File: src/rtl/ccd_pixel_packer.sv
// Assembles AD9826 byte pairs into 16-bit pixels, tags frame/row headers, buffers and serialises to bytes.
// Latency: capture in cycle N gives the first tx byte in cycle N+2 at the earliest; pixel = 2 bytes, header = 3 bytes.
// Backpressure: wfull stalls the serialiser with no byte lost; a push into a full buffer is dropped and flags overflow.
module ccd_pixel_packer #(
    parameter int         BUF_AW    = 6,
    parameter logic [7:0] HDR_FRAME = 8'hF0,
    parameter logic [7:0] HDR_ROW   = 8'hF1
) (
    input  logic        clk,
    input  logic        rst_n,
    input  logic        enable,
    input  logic        frame_start,
    input  logic        row_start,
    input  logic        ad_strobe,
    input  logic [7:0]  ad_data,
    input  logic        wfull,
    output logic [7:0]  wdata,
    output logic        winc,
    output logic        overflow,
    output logic [15:0] row_count,
    output logic        busy
);

    localparam logic [BUF_AW:0] FULL_CNT = {1'b1, {BUF_AW{1'b0}}};
    localparam logic [BUF_AW:0] PTR_ONE  = {{BUF_AW{1'b0}}, 1'b1};

    typedef enum logic [2:0] {S_IDLE, S_POP, S_B0, S_B1, S_B2} state_t;

    // Entry buffer: {tag[1:0], data[15:0]}, tag 00 pixel, 01 row header, 10 frame header
    logic [17:0]       mem [0:(1<<BUF_AW)-1];
    logic [BUF_AW:0]   wptr, rptr;
    logic [BUF_AW:0]   fill;
    logic              buf_full, buf_empty;

    logic [15:0]       frame_count;
    logic              phase_lsb;
    logic [7:0]        msb_q;

    logic              push_req, push_ok, push_drop;
    logic [17:0]       push_dat;

    state_t            state, state_nxt;
    logic [17:0]       hold;
    logic              hold_hdr;
    logic              has_work;

    assign fill      = wptr - rptr;
    assign buf_full  = (fill == FULL_CNT);
    assign buf_empty = (wptr == rptr);
    assign hold_hdr  = |hold[17:16];

    // Capture decode: frame_start outranks row_start, which outranks ad_strobe
    always_comb begin
        push_req = 1'b0;
        push_dat = '0;
        if (enable) begin
            if (frame_start) begin
                push_req = 1'b1;
                push_dat = {2'b10, frame_count};
            end else if (row_start) begin
                push_req = 1'b1;
                push_dat = {2'b01, row_count};
            end else if (ad_strobe && phase_lsb) begin
                push_req = 1'b1;
                push_dat = {2'b00, msb_q, ad_data};
            end
        end
    end

    // Full check uses the pre-pop fill so a push into a full buffer drops even while popping
    assign push_ok   = push_req && !buf_full;
    assign push_drop = push_req && buf_full;
    // Work visible to the serialiser includes the entry being written this cycle
    assign has_work  = !buf_empty || push_ok;

    // Capture state: counters, byte phase, held MSB and sticky overflow
    always_ff @(posedge clk) begin
        if (!rst_n) begin
            frame_count <= '0;
            row_count   <= '0;
            phase_lsb   <= 1'b0;
            msb_q       <= '0;
            overflow    <= 1'b0;
        end else begin
            if (enable) begin
                if (frame_start) begin
                    frame_count <= frame_count + 16'd1;
                    row_count   <= '0;
                    phase_lsb   <= 1'b0;
                end else if (row_start) begin
                    row_count   <= row_count + 16'd1;
                    phase_lsb   <= 1'b0;
                end else if (ad_strobe) begin
                    if (!phase_lsb) begin
                        msb_q     <= ad_data;
                        phase_lsb <= 1'b1;
                    end else begin
                        phase_lsb <= 1'b0;
                    end
                end
            end
            // A drop in the same cycle as frame_start still reports overflow
            if (push_drop) begin
                overflow <= 1'b1;
            end else if (enable && frame_start) begin
                overflow <= 1'b0;
            end
        end
    end

    // Buffer storage; contents after reset are irrelevant because the pointers flush it
    always_ff @(posedge clk) begin
        if (push_ok) begin
            mem[wptr[BUF_AW-1:0]] <= push_dat;
        end
    end

    // Buffer pointers and holding register loaded in the POP state
    always_ff @(posedge clk) begin
        if (!rst_n) begin
            wptr <= '0;
            rptr <= '0;
            hold <= '0;
        end else begin
            if (push_ok) begin
                wptr <= wptr + PTR_ONE;
            end
            if (state == S_POP) begin
                hold <= mem[rptr[BUF_AW-1:0]];
                rptr <= rptr + PTR_ONE;
            end
        end
    end

    // Serialiser state register
    always_ff @(posedge clk) begin
        if (!rst_n) begin
            state <= S_IDLE;
        end else begin
            state <= state_nxt;
        end
    end

    // Serialiser next state; leaving IDLE waits for wfull low so a stalled tx fifo keeps the full buffer depth
    always_comb begin
        state_nxt = state;
        case (state)
            S_IDLE: if (has_work && !wfull) state_nxt = S_POP;
            S_POP:  state_nxt = S_B0;
            S_B0:   if (winc) state_nxt = S_B1;
            S_B1:   if (winc) state_nxt = hold_hdr ? S_B2 : (has_work ? S_POP : S_IDLE);
            S_B2:   if (winc) state_nxt = has_work ? S_POP : S_IDLE;
            default: state_nxt = S_IDLE;
        endcase
    end

    // Serialiser outputs: byte select per state, write strobe gated combinationally by wfull
    always_comb begin
        wdata = '0;
        winc  = 1'b0;
        case (state)
            S_B0: begin
                wdata = hold_hdr ? (hold[17] ? HDR_FRAME : HDR_ROW) : hold[15:8];
                winc  = !wfull;
            end
            S_B1: begin
                wdata = hold_hdr ? hold[15:8] : hold[7:0];
                winc  = !wfull;
            end
            S_B2: begin
                wdata = hold[7:0];
                winc  = !wfull;
            end
            default: begin
                wdata = '0;
                winc  = 1'b0;
            end
        endcase
    end

    assign busy = !buf_empty || (state != S_IDLE);

endmodule

File: config.mk
export PLATFORM = sky130hd
export DESIGN_NAME = ccd_pixel_packer
export DESIGN_NICKNAME = d
export VERILOG_FILES = /design/src/rtl/ccd_pixel_packer.sv
export SDC_FILE = /design/constraint.sdc
export NUM_CORES = 1
export LEC_CHECK = 0
export ABC_AREA = 1
export CAP_MARGIN = 30
export CORE_MARGIN = 2
export CORE_UTILIZATION = 40
export CTS_CLUSTER_SIZE = 12
export DETAILED_ROUTE_END_ITERATION = 12
export PLACE_DENSITY = 0.57
export SYNTH_ARGS = -nofsm -noshare
export SYNTH_HDL_FRONTEND = slang
export SYNTH_SLANG_ARGS = --single-unit
File: constraint.sdc
create_clock -name clk -period 9.1 [get_ports clk]
set_input_delay 1.365 -clock clk [delete_from_list [all_inputs] [get_ports clk]]
set_output_delay 1.365 -clock clk [all_outputs]
set_load 0.01 [all_outputs]
==> Word level (Yosys, flattened, before mapping) <==
Memories as Yosys holds them, arrays and structs flattened. A register that Yosys moved wholly into a read port is not among the register bits.
Cells that the tools add are included.
W data, S select, Z words.
{ "word_totals": {"ff_bits": 59, "ram_bits": 1152, "inputBits": 15, "word_cells": 80, "n_memories": 1} }
{ "op_classes": {"add_sub_neg": 5, "eq_ne": 10, "muxes": 30, "bitwise": 3, "n_reduce_logical": 23} }
{ "memory_table": {"columns": ["name", "words", "width", "rd", "rd_clocked_by_memory_dff", "wr", "line_no", "source"], "rows": [
  ["mem", 64, 18, 1, 1, 1, "30", "logic [17:0] mem [0:(1<<BUF_AW)-1];"]
]} }
{ "op_table": {"columns": ["op", "count"], "rows": [
  ["$mux W16", 3],
  ["$mux W18", 2],
  ["$add A16 B1 Y16 const B", 2],
  ["$pmux W8 S3", 1],
  ["$mux W17", 1],
  ["$mux W8", 2],
  ["$mux W1", 15],
  ["$mux W3", 5],
  ["$pmux W3 S5", 1],
  ["$add A7 B1 Y7 const B", 2],
  ["$ne A2 B2 Y1 const B", 4],
  ["$eq A7 B7 Y1", 1],
  ["$eq A7 B7 Y1 const B", 1],
  ["$sub A7 B7 Y7", 1],
  ["$eq A3 B2 Y1 const B", 2],
  ["$reduce_and A2 Y1", 3],
  ["$reduce_bool A3 Y1", 2],
  ["$logic_and A1 B1 Y1", 5],
  ["$reduce_and A5 Y1", 1],
  ["$logic_not A1 Y1", 4],
  ["$reduce_and A4 Y1", 1],
  ["$reduce_bool A2 Y1", 2],
  ["$eq A3 B1 Y1 const B", 1],
  ["$eq A3 B3 Y1 const B", 1],
  ["other kinds (5)", 8]
]} }

==> Logic depth before layout (Yosys ltp) <==
{ "logic_depth": {"ltp_word": 11, "depth_mapped": 20, "mapped_depth_nobuf": 17} }

==> Worst setup path after synthesis <==
Ideal clock, no wire load.
{ "synth_path": {"path_kind": "input -> register", "start": "input port enable", "end": "memory mem[0][9], data pin", "setup_time_ps": 568, "arrival_time_ps": 3860, "required_ps": 8532, "setup_slack_ps": 4673, "cell_stages": 7, "cell_sequence": "inv_1 -> nor2_1 -> nand2_1 -> clkinv_1 -> clkbuf_1 -> nand2_1 -> o221ai_1"} }
{ "synth_via": {"elab_chain_len": 1} }
{ "synth_lines": {"columns": ["item", "line_no", "source"], "rows": [
  ["start: declaration", "11", "input logic enable,"],
  ["$mux W18", "56", "if (enable) begin"],
  ["net push_dat[9]", "40", "logic [17:0] push_dat;"],
  ["end: declaration", "30", null]
]} }
The timed path passes the listed nets, and every way through them passes these cells.

==> Final worst setup path <==
{ "layout_path": {"start": "register rptr[5]", "end": "output port busy"} }
{ "layout_via": {"elab_chain_len": 3} }
{ "layout_lines": {"columns": ["item", "line_no", "source"], "rows": [
  ["start: declaration", "31", "logic [BUF_AW:0] wptr, rptr;"],
  ["start signal: assignment", "130", "rptr <= rptr + PTR_ONE;"],
  ["$eq A7 B7 Y1", "49", "assign buf_empty = (wptr == rptr);"],
  ["$logic_not A1 Y1", "181", "assign busy = !buf_empty || (state != S_IDLE);"],
  ["$logic_or A1 B1 Y1", "181", null],
  ["end: declaration", "21", "output logic busy"]
]} }
No other way between the ends.

==> summary by stage <==
Cells and area
The finished layout holds 5780 standard cells, fillers aside. Counting the fill cells in the layout gives 11211. The relative area change from synthesis to final layout is 12.7%. The number of nets in the final layout is 4078. Summing all flip-flop and latch instances after layout gives 0.0361 sq mm. The combined area of the multi-input logic cells is 0.0121 sq mm. The leading cell type in the layout, fill and taps excluded is edfxtp_1.

In the layout the commonest cells are edfxtp_1 (1152), nor2_1 (759), o21ai_0 (592). After routing the design area is 0.0560 sq mm. Of the cells placed in the final design, the portion with a size suffix greater than 1 is 0.0857.

Place
The congestion estimate from routability-driven global placement came to 0.983. The total cell area at the placement stage is 0.0519 sq mm. Once detailed placement completed, the half-perimeter wirelength came to 82800 um. The number of placed instances, taps included, is 5545. The port buffer count is 41.

Floorplan
The floorplan step defined a die boundary enclosing 0.127 sq mm. For this design the top-level I/O count stands at 42. The die is 357 um tall. After floorplanning, the core was sized to cover 0.123 sq mm. The starting density of the core is 0.403. The floorplan has 129 rows. The floorplan step set the die width to 357 um.

Worst setup path
The arrival time of the worst setup path is 4.10 ns. The largest single stage delay on the critical path is 0.78 ns. In this design, the largest share of critical-path delay is due to simple AND/OR/NAND/NOR gates. The most frequent cell on the critical path is nand2_1. STA classifies the critical path endpoint as an output port. The endpoint required time on the critical path is 7.74 ns.

The highest-delay cell along the critical path is dfxtp_1. In this run the worst path has a maximum fanout of 19. The critical path start-end classification is reg2out.

The critical path contains buffers and inverters numbering 2 combined. The signal on the critical path passes through inv_1 -> ha_1 -> nand2_1 -> nor4_1 -> nand2_1 -> clkdlybuf4s50_1. The critical path launch point type is a register.

Clocking
The clock slew at the register clock pins of the worst setup and hold paths is 0.06 ns. Clock tree synthesis selected as its root buffer the cell clkbuf_16. The total setup buffers inserted after CTS is 0. The clock insertion delay at the later pin of the skew report is 0.74 ns. The sink count of the clock tree is 1229. The count of hold-fix buffers inserted at cts is 0. The TritonCTS buffer count is 132. The H-tree depth is 4. The CTS tree is yes. The post-CTS resize count is 0.

The maximum count of clock buffers along a single path is 3.

Global route
The total overflow left after global routing is 0. The largest net degree at the start of global routing is 207. The number of antenna violations at the first check in global routing is 2. The via count of the first global-routing pass is 30761. The first global-routing pass estimated 208000 um of wire.

Across every metal layer, demand over resource in global routing totals 0.222.

Drt
The total iterations of the first detailed-routing run is 5. Dividing the detail-routed via count by the number of cells gives 5.60. The DRC marker count from the first detailed-route iteration is 3915. The top routing layer in use is met5.

The met2 wire length is 66200 um. In the final routed layout, each cell accounts on average for 24.7 um. The remaining routing DRC violations is 0. The routed length on met3 is 10200 um. The final layout contains routed wiring with a total length of 143000 um. The final route contains 32361 vias.

For this block, wires on met1 add up to 62000 um. Once detail routing completed, the nets flagged for antenna violations numbered 0.

Synthesis
After synthesis, the netlist uses 41 different library cells. The post-synthesis async set-or-reset flop share is 0. The mapped netlist covers 0.0497 sq mm. The net count of the mapped netlist is 4069. In the synthesized netlist, the number of instances is 4044. The register area share after synthesis is 0.727. The number of flip-flops and latches in the synthesized netlist is 1229. During synthesis, Yosys emitted a total of 0 warnings.

The prevailing post-synth register cell is edfxtp_1. Yosys mapped a number of flops with a built-in enable equal to 1152. In this run the mean area of a mapped cell was 12.3 sq um.

Flow run
The count of max-cap constraint violations is 0.

STA
On the final layout, the worst hold slack is 0.489 ns. Setup repair after global routing left no endpoint under its margin. The final number of max-transition violations is 0. For this run, the top clock speed supported by timing is 183 MHz.

The maximum clock skew at final layout is 0.0220 ns. In the finished design, the share of the clock period the worst path needs comes to 0.600. Setup violations remaining at the end of the flow were counted as 0.

The setup TNS is 0 ns. The relative slew slack is 0.302. The clock period could shrink to 5.46 ns. For the pin with the worst max-slew slack, the measured transition is 1.05 ns.

The count of endpoints failing hold in the final timing report is 0.

Hold path
The class of the tightest hold or removal check is reg2reg.

Power
In this run the static leakage power is 18.5 nW. The power per standard cell area is 263 mW/mm^2. The worst ir drop on vdd is 0.189 mV.

Status
The flow ran to the end, and the final reports show no timing, DRC or antenna violations.
-- layer usage --
layer | GRT usage | up-vias
met2 | 0.348 | 1239
met5 | 0 | -
met3 | 0.0424 | 221
li1 | - | 14776
met1 | 0.313 | 16123
met4 | 0.0727 | 2
-- cells in the mapped netlist (all sizes together), types with 12 or more instances --
cell type | count | area share
nor3 | 12 | 0.0014
o221ai | 29 | 0.0051
nand2 | 317 | 0.024
nand4 | 30 | 0.0043
nor2 | 815 | 0.062
o211ai | 122 | 0.018
o21ai | 646 | 0.065
edfxtp | 1152 | 0.70
inv | 119 | 0.0090
dfxtp | 77 | 0.031
nand3 | 155 | 0.016
buf | 171 | 0.023
o22ai | 164 | 0.021
a21oi | 106 | 0.011
clkbuf | 85 | 0.0064
-- cell type report --
cell class / instances / area share
multi-input combinational: 2436 / 0.215
inverter: 123 / 0.00846
timing repair buffer: 131 / 0.0246
antenna: 1 / 0.0000447
clock buffer: 177 / 0.0642
sequential: 1229 / 0.645
clock inverter: 46 / 0.00592
tap: 1637 / 0.0366
-- flip-flops by register name, indices dropped and copies added, names as in the netlist, 3 cells and up --
name	count
frame_count	16
hold	18
mem	1152
msb_q	8
row_count	16
rptr	7
state	3
wptr	7
-- worst reg2reg max path, stage by stage (launching register included) --
cell and delay (ns):
dfxtp_1 0.78, inv_1 0.47, ha_1 0.48, nand2_1 0.11, nor2_1 0.12, nand2_1 0.07, nand3_1 0.07, nand2_1 0.05
nand2_1 0.07, inv_2 0.04, nand3_2 0.06, nand2_2 0.19, inv_2 0.20, nand4_2 0.68, nor2_1 0.88, buf_4 0.32
-- cells by family (layout without fill, tap and decap cells) --
kind of cell / count (synthesis) / count (layout) / synth area share
xor+xnor: 3 / 3 / 0.000529
other cells: 0 / 1 / 0
fa+ha+maj: 10 / 10 / 0.00252
flops: 1229 / 1229 / 0.727
simple gates: 1342 / 1342 / 0.109
buf+inv: 379 / 477 / 0.0389
compound gates: 1081 / 1081 / 0.122
-- metrics by stage --
stage	setup slack, ns	power (mW)	utilization
after floorplan	4.67	8.74	-
after global placement	3.75	9.84	0.418
after detailed placement	3.89	9.85	0.421
after CTS	3.70	14.8	0.452
after global routing	3.51	15.4	0.454
final	3.64	14.7	0.454
-- worst paths after layout --
check / from / endpoint / slack, ns / depth (start not counted)
setup / recovery: rptr[5]$_SDFFE_PN0P_ / busy / 3.64 / 6
hold / removal: wptr[6]$_SDFFE_PN0P_ / wptr[6]$_SDFFE_PN0P_ / 0.49 / 2
setup reg to reg: rptr[5]$_SDFFE_PN0P_ / mem[28][1]$_DFFE_PP_ / 4.20 / 15
hold reg to reg: wptr[6]$_SDFFE_PN0P_ / wptr[6]$_SDFFE_PN0P_ / 0.49 / 2
-- power breakdown --
part	switching, mW	internal, mW	total, mW	leakage, nW
registers	0.0856	6.18	6.27	11.6
clock network	2.15	2.83	4.98	1.91
logic	2.56	0.933	3.49	5.02
total	4.79	9.95	14.7	18.5
No activity file was read; power rests on OpenSTA's default activity.
